**src/rtl/robs_mult_arbiter_if.sv**
```systemverilog
// Requester and multiplier-side signal bundle for robs_mult_arbiter.
// slave = arbiter view, master = requesters plus the shared multiplier.
interface robs_mult_arbiter_if #(
   parameter int NREQ  = 4,
   parameter int WIDTH = 8
);
   logic [NREQ-1:0]       req;
   logic [NREQ*WIDTH-1:0] a_in;
   logic [NREQ*WIDTH-1:0] b_in;
   logic [NREQ-1:0]       gnt;
   logic [NREQ-1:0]       ack;
   logic [2*WIDTH-1:0]    result;
   logic                  err;
   logic                  mult_reset;
   logic [WIDTH-1:0]      mult_x;
   logic [WIDTH-1:0]      mult_y;
   logic                  mult_done;
   logic [2*WIDTH-1:0]    mult_product;

   modport slave (
      input  req, a_in, b_in, mult_done, mult_product,
      output gnt, ack, result, err, mult_reset, mult_x, mult_y
   );

   modport master (
      output req, a_in, b_in, mult_done, mult_product,
      input  gnt, ack, result, err, mult_reset, mult_x, mult_y
   );
endinterface

```
**src/rtl/robs_mult_arbiter.sv**
```systemverilog
// Round-robin sequencer sharing one Robertson's multiplier: grant, 1-cycle LAUNCH reset, wait done, 1-cycle RESP ack.
// Requesters hold req until ack; ROBS_ARB_TIMEOUT_EN adds a BUSY watchdog that acks with err and result=0.
module robs_mult_arbiter #(
   parameter int NREQ    = 4,
`ifdef ROBS_ARB_TIMEOUT_EN
   parameter int TIMEOUT = 64,
`endif
   parameter int WIDTH   = 8
) (
   input  logic                 clk,
   input  logic                 reset,
   robs_mult_arbiter_if.slave   bus
);

   localparam int PW = (NREQ > 1) ? $clog2(NREQ) : 1;

   typedef enum logic [1:0] {
      ST_IDLE   = 2'd0,
      ST_LAUNCH = 2'd1,
      ST_BUSY   = 2'd2,
      ST_RESP   = 2'd3
   } state_t;

   state_t              state_q, state_d;
   logic [NREQ-1:0]     gnt_q, gnt_d;
   logic [NREQ-1:0]     ack_q, ack_d;
   logic [PW-1:0]       gnt_idx_q, gnt_idx_d;
   logic [PW-1:0]       ptr_q, ptr_d;
   logic [WIDTH-1:0]    mx_q, mx_d;
   logic [WIDTH-1:0]    my_q, my_d;
   logic [2*WIDTH-1:0]  result_q, result_d;
   logic                err_q, err_d;

   logic                sel_vld;
   logic [PW-1:0]       sel_idx;
   int                  scan_k;
   logic                tmo_hit;
   logic [NREQ-1:0]     still_req;

   assign still_req = gnt_q & bus.req;

   // First requesting slot at or after ptr, wrapping past NREQ-1.
   always_comb begin
      sel_vld = 1'b0;
      sel_idx = '0;
      scan_k  = 0;
      for (int i = 0; i < NREQ; i++) begin
         scan_k = int'(ptr_q) + i;
         if (scan_k >= NREQ) scan_k = scan_k - NREQ;
         if (!sel_vld && bus.req[PW'(scan_k)]) begin
            sel_vld = 1'b1;
            sel_idx = PW'(scan_k);
         end
      end
   end

`ifdef ROBS_ARB_TIMEOUT_EN
   localparam int TW = ($clog2(TIMEOUT + 1) > 8) ? $clog2(TIMEOUT + 1) : 8;

   logic [TW-1:0] tmo_cnt_q, tmo_cnt_d;

   always_comb begin
      tmo_cnt_d = tmo_cnt_q;
      tmo_hit   = 1'b0;
      if (state_q == ST_LAUNCH) begin
         tmo_cnt_d = '0;
      end else if (state_q == ST_BUSY) begin
         tmo_cnt_d = tmo_cnt_q + 1'b1;
         tmo_hit   = (tmo_cnt_d == TW'(TIMEOUT));
      end
   end

   always_ff @(posedge clk or posedge reset) begin
      if (reset) tmo_cnt_q <= '0;
      else       tmo_cnt_q <= tmo_cnt_d;
   end
`else
   assign tmo_hit = 1'b0;
`endif

   always_comb begin
      state_d   = state_q;
      gnt_d     = gnt_q;
      gnt_idx_d = gnt_idx_q;
      ptr_d     = ptr_q;
      mx_d      = mx_q;
      my_d      = my_q;
      result_d  = result_q;
      ack_d     = '0;
      err_d     = 1'b0;
      unique case (state_q)
         ST_IDLE: begin
            if (sel_vld) begin
               gnt_d          = '0;
               gnt_d[sel_idx] = 1'b1;
               gnt_idx_d      = sel_idx;
               mx_d           = bus.a_in[sel_idx*WIDTH +: WIDTH];
               my_d           = bus.b_in[sel_idx*WIDTH +: WIDTH];
               state_d        = ST_LAUNCH;
            end
         end
         ST_LAUNCH: state_d = ST_BUSY;
         ST_BUSY: begin
            // A done on the same edge as the watchdog wins.
            if (bus.mult_done) begin
               result_d = bus.mult_product;
               ack_d    = still_req;
               state_d  = ST_RESP;
            end else if (tmo_hit) begin
               result_d = '0;
               ack_d    = still_req;
               err_d    = |still_req;
               state_d  = ST_RESP;
            end
         end
         ST_RESP: begin
            gnt_d   = '0;
            state_d = ST_IDLE;
            if (NREQ == 1 || gnt_idx_q == PW'(NREQ - 1)) ptr_d = '0;
            else                                        ptr_d = gnt_idx_q + 1'b1;
         end
         default: state_d = ST_IDLE;
      endcase
   end

   always_ff @(posedge clk or posedge reset) begin
      if (reset) begin
         state_q   <= ST_IDLE;
         gnt_q     <= '0;
         ack_q     <= '0;
         gnt_idx_q <= '0;
         ptr_q     <= '0;
         mx_q      <= '0;
         my_q      <= '0;
         result_q  <= '0;
         err_q     <= 1'b0;
      end else begin
         state_q   <= state_d;
         gnt_q     <= gnt_d;
         ack_q     <= ack_d;
         gnt_idx_q <= gnt_idx_d;
         ptr_q     <= ptr_d;
         mx_q      <= mx_d;
         my_q      <= my_d;
         result_q  <= result_d;
         err_q     <= err_d;
      end
   end

   // Combinational so the multiplier is also held in reset with the arbiter.
   assign bus.mult_reset = reset | (state_q == ST_LAUNCH);
   assign bus.gnt        = gnt_q;
   assign bus.ack        = ack_q;
   assign bus.result     = result_q;
   assign bus.err        = err_q;
   assign bus.mult_x     = mx_q;
   assign bus.mult_y     = my_q;

`ifndef SYNTHESIS
   a_gnt_onehot0: assert property (@(posedge clk) disable iff (reset) $onehot0(gnt_q));
   a_gnt_idle:    assert property (@(posedge clk) disable iff (reset)
                                   (state_q == ST_IDLE) |-> (gnt_q == '0));
   a_gnt_active:  assert property (@(posedge clk) disable iff (reset)
                                   (state_q != ST_IDLE) |-> $onehot(gnt_q));
   a_ack_resp:    assert property (@(posedge clk) disable iff (reset)
                                   (ack_q != '0) |-> (state_q == ST_RESP));
   a_ack_in_gnt:  assert property (@(posedge clk) disable iff (reset)
                                   ((ack_q & ~gnt_q) == '0));
`endif

endmodule

```
**src/flat_wrapper.sv**
```systemverilog
// flat-port wrapper written by rule: the top's interface ports become plain ports
module robs_mult_arbiter_flat 
#(
   parameter int NREQ    = 4,

   parameter int WIDTH   = 8
)
  (clk, reset, bus_req, bus_a_in, bus_b_in, bus_mult_done, bus_mult_product, bus_gnt, bus_ack, bus_result, bus_err, bus_mult_reset, bus_mult_x, bus_mult_y);
  robs_mult_arbiter_if #(.NREQ(NREQ), .WIDTH(WIDTH)) bus_i ();
  input  logic clk;
  input  logic reset;
  input wire logic [$bits(bus_i.req)-1:0] bus_req;
  input wire logic [$bits(bus_i.a_in)-1:0] bus_a_in;
  input wire logic [$bits(bus_i.b_in)-1:0] bus_b_in;
  input wire logic [$bits(bus_i.mult_done)-1:0] bus_mult_done;
  input wire logic [$bits(bus_i.mult_product)-1:0] bus_mult_product;
  output wire logic [$bits(bus_i.gnt)-1:0] bus_gnt;
  output wire logic [$bits(bus_i.ack)-1:0] bus_ack;
  output wire logic [$bits(bus_i.result)-1:0] bus_result;
  output wire logic [$bits(bus_i.err)-1:0] bus_err;
  output wire logic [$bits(bus_i.mult_reset)-1:0] bus_mult_reset;
  output wire logic [$bits(bus_i.mult_x)-1:0] bus_mult_x;
  output wire logic [$bits(bus_i.mult_y)-1:0] bus_mult_y;
  assign bus_i.req = bus_req;
  assign bus_i.a_in = bus_a_in;
  assign bus_i.b_in = bus_b_in;
  assign bus_i.mult_done = bus_mult_done;
  assign bus_i.mult_product = bus_mult_product;
  assign bus_gnt = bus_i.gnt;
  assign bus_ack = bus_i.ack;
  assign bus_result = bus_i.result;
  assign bus_err = bus_i.err;
  assign bus_mult_reset = bus_i.mult_reset;
  assign bus_mult_x = bus_i.mult_x;
  assign bus_mult_y = bus_i.mult_y;
  robs_mult_arbiter #(.NREQ(NREQ), .WIDTH(WIDTH)) u_core (.clk(clk), .reset(reset), .bus(bus_i));
endmodule
```
**config.mk**
```make
export PLATFORM = sky130hd
export DESIGN_NAME = robs_mult_arbiter_flat
export DESIGN_NICKNAME = d
export VERILOG_FILES = /design/src/rtl/robs_mult_arbiter_if.sv /design/src/rtl/robs_mult_arbiter.sv /design/src/flat_wrapper.sv
export SDC_FILE = /design/constraint.sdc
export NUM_CORES = 1
export LEC_CHECK = 0
export BUFFER_PORTS_ARGS = -buffer_cell sky130_fd_sc_hd__buf_2
export CORE_ASPECT_RATIO = 1.4
export CORE_MARGIN = 3
export CORE_UTILIZATION = 45
export DETAILED_ROUTE_END_ITERATION = 8
export HOLD_SLACK_MARGIN = 0.02
export PLACE_DENSITY = 0.75
export SYNTH_ARGS = -nofsm -noshare
export SYNTH_HDL_FRONTEND = slang
export SYNTH_SLANG_ARGS = --single-unit
```
**constraint.sdc**
```tcl
create_clock -name clk -period 3.8 [get_ports clk]
set_input_delay 0.76 -clock clk [delete_from_list [all_inputs] [get_ports clk]]
set_output_delay 0.76 -clock clk [all_outputs]
set_load 0.01 [all_outputs]
```
Yosys cells after proc, flatten, opt, wreduce, memory -nomap -nowiden
Cells that the tools add are included.

operators by class
  add/subtract/negate cells = 8
  $mul = 0
  divide/modulo/power cells = 0
  $lt $le $gt $ge = 10
  equality and inequality tests = 6
  shift operators = 2
  multiplexer cells = 34
  bitwise logic cells = 2
  reductions and logical operators = 13

operators with widths
  cell                                                  number
  variable part select 32 x 6 -> 8 bit                  2
  2-to-1 mux 2 bit                                      11
  < comparator 2 x 4 -> 1 bit (second input constant)   4
  2-to-1 mux 1 bit                                      13
  2-to-1 mux 4 bit                                      3
  >= comparator 3 bit (second input constant)           3
  binary-select mux 1 bit (select 2 bit)                4
  case mux 2 bit (4 select lines)                       1
  case mux 4 bit (2 select lines)                       1
  AND reduction 2 bit                                   4
  subtractor 2 x 1 -> 2 bit (second input constant)     4
  adder 2 x 2 -> 3 bit (second input constant)          2
  equality test 2 bit (second input constant)           3
  AND 4 bit                                             1
  logical AND 1 bit                                     4
  adder 2 x 1 -> 3 bit (second input constant)          1
  >= comparator 2 x 3 -> 1 bit (second input constant)  1
  logical NOT 1 bit                                     3
  < comparator 2 x 3 -> 1 bit (second input constant)   1
  adder 2 x 1 -> 2 bit (second input constant)          1
  demux 1 bit (select 2 bit)                            1
  equality test 2 x 1 -> 1 bit (second input constant)  1
  >= comparator 2 x 1 -> 1 bit (second input constant)  1
  logical NOT 2 bit                                     1
  4 further kinds                                       4

word-level totals
  register bits = 46
  latch bits = 0
  bits in writable memories = 0
  memory bits (read-only) = 0
  input port bits = 87
  output and inout port bits = 42
  logic and storage cells = 83
  memories kept = 0

Logic depth before layout (Yosys ltp)
  depth after elaboration = 21
  gate-level depth with buffers = 8
  depth with buffers taken out = 5

Worst setup path before layout
No wires, ideal clock.

  path type = input to register
  start point = input bus_req[3]
  end point = register u_core.state_q[1]
  arrival time = 1.836 ns
  setup slack = 1.839 ns
  stages = 6
  path buffers = 1
  cells stage by stage = buf_2 -> or3_4 -> nor2_2 -> and2_4 -> a21oi_2 -> mux2_4

on the way
  word-level cells in the longest chain between the ends = 15
  elaborated cells on any way between the ends = 24
  classes of those cells = eq/ne (1); mux (16); reduce/logical (7)

ends and longest elaborated chain
  what                                                  line                      text
  from (decl)                                           flat_wrapper.sv:12        input wire logic [$bits(bus_i.req)-1:0] bus_req;
  binary-select mux 1 bit (select 2 bit)                robs_mult_arbiter.sv:50   if (!sel_vld && bus.req[PW'(scan_k)]) begin
  2-to-1 mux 1 bit (implied by the code) (2 in series)  robs_mult_arbiter.sv:50
  2-to-1 mux 1 bit                                      robs_mult_arbiter.sv:50
  logical NOT 1 bit                                     robs_mult_arbiter.sv:50
  logical AND 1 bit                                     robs_mult_arbiter.sv:50
  2-to-1 mux 1 bit                                      robs_mult_arbiter.sv:50
  logical NOT 1 bit                                     robs_mult_arbiter.sv:50
  logical AND 1 bit                                     robs_mult_arbiter.sv:50
  2-to-1 mux 1 bit                                      robs_mult_arbiter.sv:50
  logical NOT 1 bit                                     robs_mult_arbiter.sv:50
  logical AND 1 bit                                     robs_mult_arbiter.sv:50
  2-to-1 mux 1 bit (*)                                  robs_mult_arbiter.sv:50
  inequality test 2 x 1 -> 1 bit (no line) (*)          --
  AND reduction 2 bit (no line) (*)                     --
  to (signal assigned)                                  robs_mult_arbiter.sv:138  state_q <= state_d;
  to (decl)                                             robs_mult_arbiter.sv:24   state_t state_q, state_d;

Mark *: on every way between the ends. The rest lies on a longest branch, timed or not. The select of a mux whose other input is x is not followed.
A chain may end at the register's enable or synchronous reset.

Worst setup path after layout
  start point = input bus_req[3]
  end point = register u_core.my_q[1] (netlist: u_core.bus.mult_y[1])

on the way
  word-level cells in the longest chain between the ends = 14
  elaborated cells on any way between the ends = 28
  classes of those cells = shift (1); mux (20); reduce/logical (7)

ends and longest elaborated chain
  what                                                                         line                      text
  binary-select mux 1 bit (select 2 bit)                                       robs_mult_arbiter.sv:50
  2-to-1 mux 1 bit (implied by the code) (2 in series)                         robs_mult_arbiter.sv:50
  2-to-1 mux 1 bit                                                             robs_mult_arbiter.sv:50
  logical NOT 1 bit                                                            robs_mult_arbiter.sv:50
  logical AND 1 bit                                                            robs_mult_arbiter.sv:50
  2-to-1 mux 1 bit                                                             robs_mult_arbiter.sv:50
  logical NOT 1 bit                                                            robs_mult_arbiter.sv:50
  logical AND 1 bit                                                            robs_mult_arbiter.sv:50
  2-to-1 mux 1 bit                                                             robs_mult_arbiter.sv:50
  logical NOT 1 bit                                                            robs_mult_arbiter.sv:50
  logical AND 1 bit                                                            robs_mult_arbiter.sv:50
  2-to-1 mux 2 bit or 2-to-1 mux 1 bit (tied branches)                         robs_mult_arbiter.sv:50
  variable part select 32 x 6 -> 8 bit or AND reduction 2 bit (tied branches)  --
  to (signal assigned)                                                         robs_mult_arbiter.sv:144  my_q <= my_d;
  to (decl)                                                                    robs_mult_arbiter.sv:30   logic [WIDTH-1:0] my_q, my_d;

Parallel ways exist; a longest one is shown, timed or not. The select of a mux whose other input is x is not followed.

==> impl_metrics.json <==
{
  "flow.area_growth_from_synthesis_pct": 27.4,
  "max-slew-margin-rel_pct": 20.8,
  "crit_fanout": 19,
  "hp-start": "u_core.bus.result[14]",
  "arrival_ns": 2.55,
  "finalHoldViolCount": 0,
  "avgViaCountPerCell": 5.50,
  "r2r-start": "u_core.state_q[0]",
  "antenna_found_initial": 1,
  "outcome": "complete, no violations",
  "io_buffers": 127,
  "synth_cells": 252,
  "met3WireLength_um": 606,
  "layout-drive-gt1-share_pct": 44.8,
  "p_leak_uw": 0.00165,
  "start_util_pct": 48.1,
  "worstHoldPathType": "flop to flop",
  "cts_sinks": 46,
  "end_kind": "flop",
  "drv_cap": 0,
  "synthFlopType": "dfrtp_1",
  "cp.depth": 6,
  "ys_types": 34,
  "synth_seq_cells": 46,
  "synth_top_area_share_pct": 45.1,
  "postRouteAntennaNets": 0,
  "dieWidth_um": 69.7,
  "drc_errors": 0,
  "synthTopCellsByCount": "dfrtp_1 (46), nor2_1 (22), mux2_2 (17), mux2i_1 (17)",
  "root_buffer": "clkbuf_8",
  "n_antenna_cell": 0,
  "clock_latency_ns": 0.30,
  "crit_slowest_cell": "a21oi_1",
  "fin_setup_tns_ns": 0,
  "place_ws_ns": 1.22,
  "top_layer_used": "met5",
  "synth_area_leaders": "dfrtp_1 (45%), mux2_2 (7.5%), mux2i_1 (6.7%)",
  "skew_ns": 0.00998,
  "htree_levels": 2,
  "cts_buffers": 5,
  "die_h_um": 95.2,
  "io_pins": 129,
  "crit_type": "input pin to flop",
  "multi_input_area_mm2": 0.00125,
  "fmax_ghz": 0.430,
  "layout.nets": 462,
  "die_area_mm2": 0.00663,
  "worstPathCellList": "buf_2 -> a21o_1 -> a21o_1 -> a21oi_1 -> a221oi_1 -> o22ai_1",
  "fin_ws_ns": 1.48,
  "slowest_delay_ns": 0.78,
  "cts.hold.buffers_added": 0,
  "r2r_setup_slack_ns": 1.66,
  "holdPathStages": 1,
  "synth-edff-count": 0,
  "min_to": "u_core.bus.result[14]",
  "synthArstFlopShare_pct": 100,
  "p_per_area_mw_per_mm2": 729,
  "core_area_mm2": 0.00531,
  "grt_use_total_pct": 20.7,
  "clock_path_buffers": 2,
  "rsz0062_at_grt": "false",
  "vias": 2387,
  "worst_pin_slew_ns": 1.18,
  "crit_top_cell": "a21o_1",
  "dr.first_iter.drc_count": 123,
  "finalSetupViolCount": 0,
  "grt_pass1_vias": 2432,
  "route.met2.wl_mm": 3.68,
  "grt_pass1_wl_mm": 11.1,
  "n_fill_cell": 470,
  "syn_nets": 345,
  "rows": 31,
  "period_share_pct": 61.2,
  "post_cts_buffers": 0,
  "ir_drop_uv": 366,
  "tritoncts": "yes",
  "clk_pin_slew_ns": 0.09,
  "drt-total-wl_mm": 6.91,
  "drv_slew": 0,
  "seqCellArea_mm2": 0.00115,
  "yosysWarnings": 0,
  "cp_num_buf_inv": 1,
  "design_area_mm2": 0.00325,
  "postPlaceCellArea_mm2": 0.00317,
  "place_hpwl_mm": 5.18,
  "period_needed_ns": 2.32,
  "grt_max_degree": 47,
  "worstPathRequired_ns": 4.02,
  "drt_pass1_iterations": 4,
  "r2r_end": "u_core.bus.mult_y[6]",
  "place_congestion": 0.822,
  "gr-total-overflow": 0,
  "cp_top_family": "compound AO/OA/AOI/OAI gates",
  "cts_resized": 0,
  "post-synth-top-count-cell": "dfrtp_1",
  "r2r_cells": 6,
  "yosysTopAreaCell": "dfrtp_1",
  "routedWlPerCell_um": 15.9,
  "m1WireLength_mm": 2.49,
  "syn_area_per_cell_um2": 10.1,
  "startpoint_type": "input pin",
  "ys_seq_area_share_pct": 45.1,
  "netlist_area_mm2": 0.00255
}
worst max path at each step:
stage	start	endpoint	slack (ns)
after detailed placement	bus_req[3]	u_core.bus.mult_y[6]	1.22
after CTS	bus_req[3]	u_core.bus.mult_y[6]	1.53
after global placement	bus_req[3]	u_core.bus.mult_y[6]	1.31
after floorplan	bus_req[3]	u_core.state_q[1]	1.84
final	bus_req[3]	u_core.bus.mult_y[1]	1.48
after global routing	bus_req[3]	u_core.bus.mult_x[6]	1.37
cell usage in the layout, fill, tap and decap left out, types with 2 or more instances in the layout:
cell,netlist,final
or2_2,3,3
mux2i_1,17,17
a21o_1,2,2
inv_2,1,2
inv_1,8,7
o22ai_1,16,16
ha_1,6,6
a221oi_1,16,16
mux2_2,17,17
clkbuf_8,0,6
nor2_1,22,22
and3_1,11,11
nand2b_1,2,2
buf_2,4,127
nand2_1,13,13
nor2b_1,5,4
a21oi_1,4,4
dfrtp_1,46,46
o21ai_1,16,16
buf_4,4,3
o21ai_0,14,14
final cells by class:
class | count | share of cell area [%]
multi-input cells | 177 | 38.3
flip-flops and latches | 46 | 35.4
repair buffers | 130 | 20.2
clock buffers | 6 | 2.54
well taps | 66 | 2.54
inverters | 9 | 1.04
registers in the layout (all words and copies together) (netlist names):
signal             flops
u_core.bus.result     16
u_core.ptr_q           2
u_core.gnt_idx_q       2
u_core.bus.mult_x      8
u_core.bus.gnt         4
u_core.bus.mult_y      8
u_core.state_q         2
u_core.bus.ack         4
metrics by stage:
stage / power [uW] / hold slack, ns / cells / utilization [%]
5_1_grt: 2570 / 0.525 / 434 / 61.2
4_1_cts: 2390 / 0.506 / 434 / 61.2
6_report: 2370 / 0.503 / 434 / 61.2
3_3_place_gp: 2050 / 0.482 / 428 / 59.7
2_1_floorplan: 1730 / 0.454 / 252 / -
3_5_place_dp: 2090 / 0.488 / 428 / 59.7
per-layer routing:
layer / GRT usage (%) / vias up
li1: - / 1147
met1: 22.6 / 1122
met2: 38.1 / 104
met3: 6.54 / 12
met4: 7.19 / 2
met5: 0 / -
where the power goes:
group | internal (uW) | switching (uW)
Clock | 140 | 155
Combinational | 566 | 651
Sequential | 709 | 151
cells by family (layout without fill, tap and decap cells):
family | Yosys count | in the layout | synth area share, %
and+or+nand+nor | 59 | 59 | 11.3
buffers and inverters | 29 | 145 | 6.51
other | 1 | 1 | 0.147
AOI/OAI and AO/OA | 76 | 76 | 19.3
adders and majority gates | 6 | 6 | 2.94
muxes | 35 | 35 | 14.7
DFF | 46 | 46 | 45.1
No activity file was read; power rests on OpenSTA's default activity.
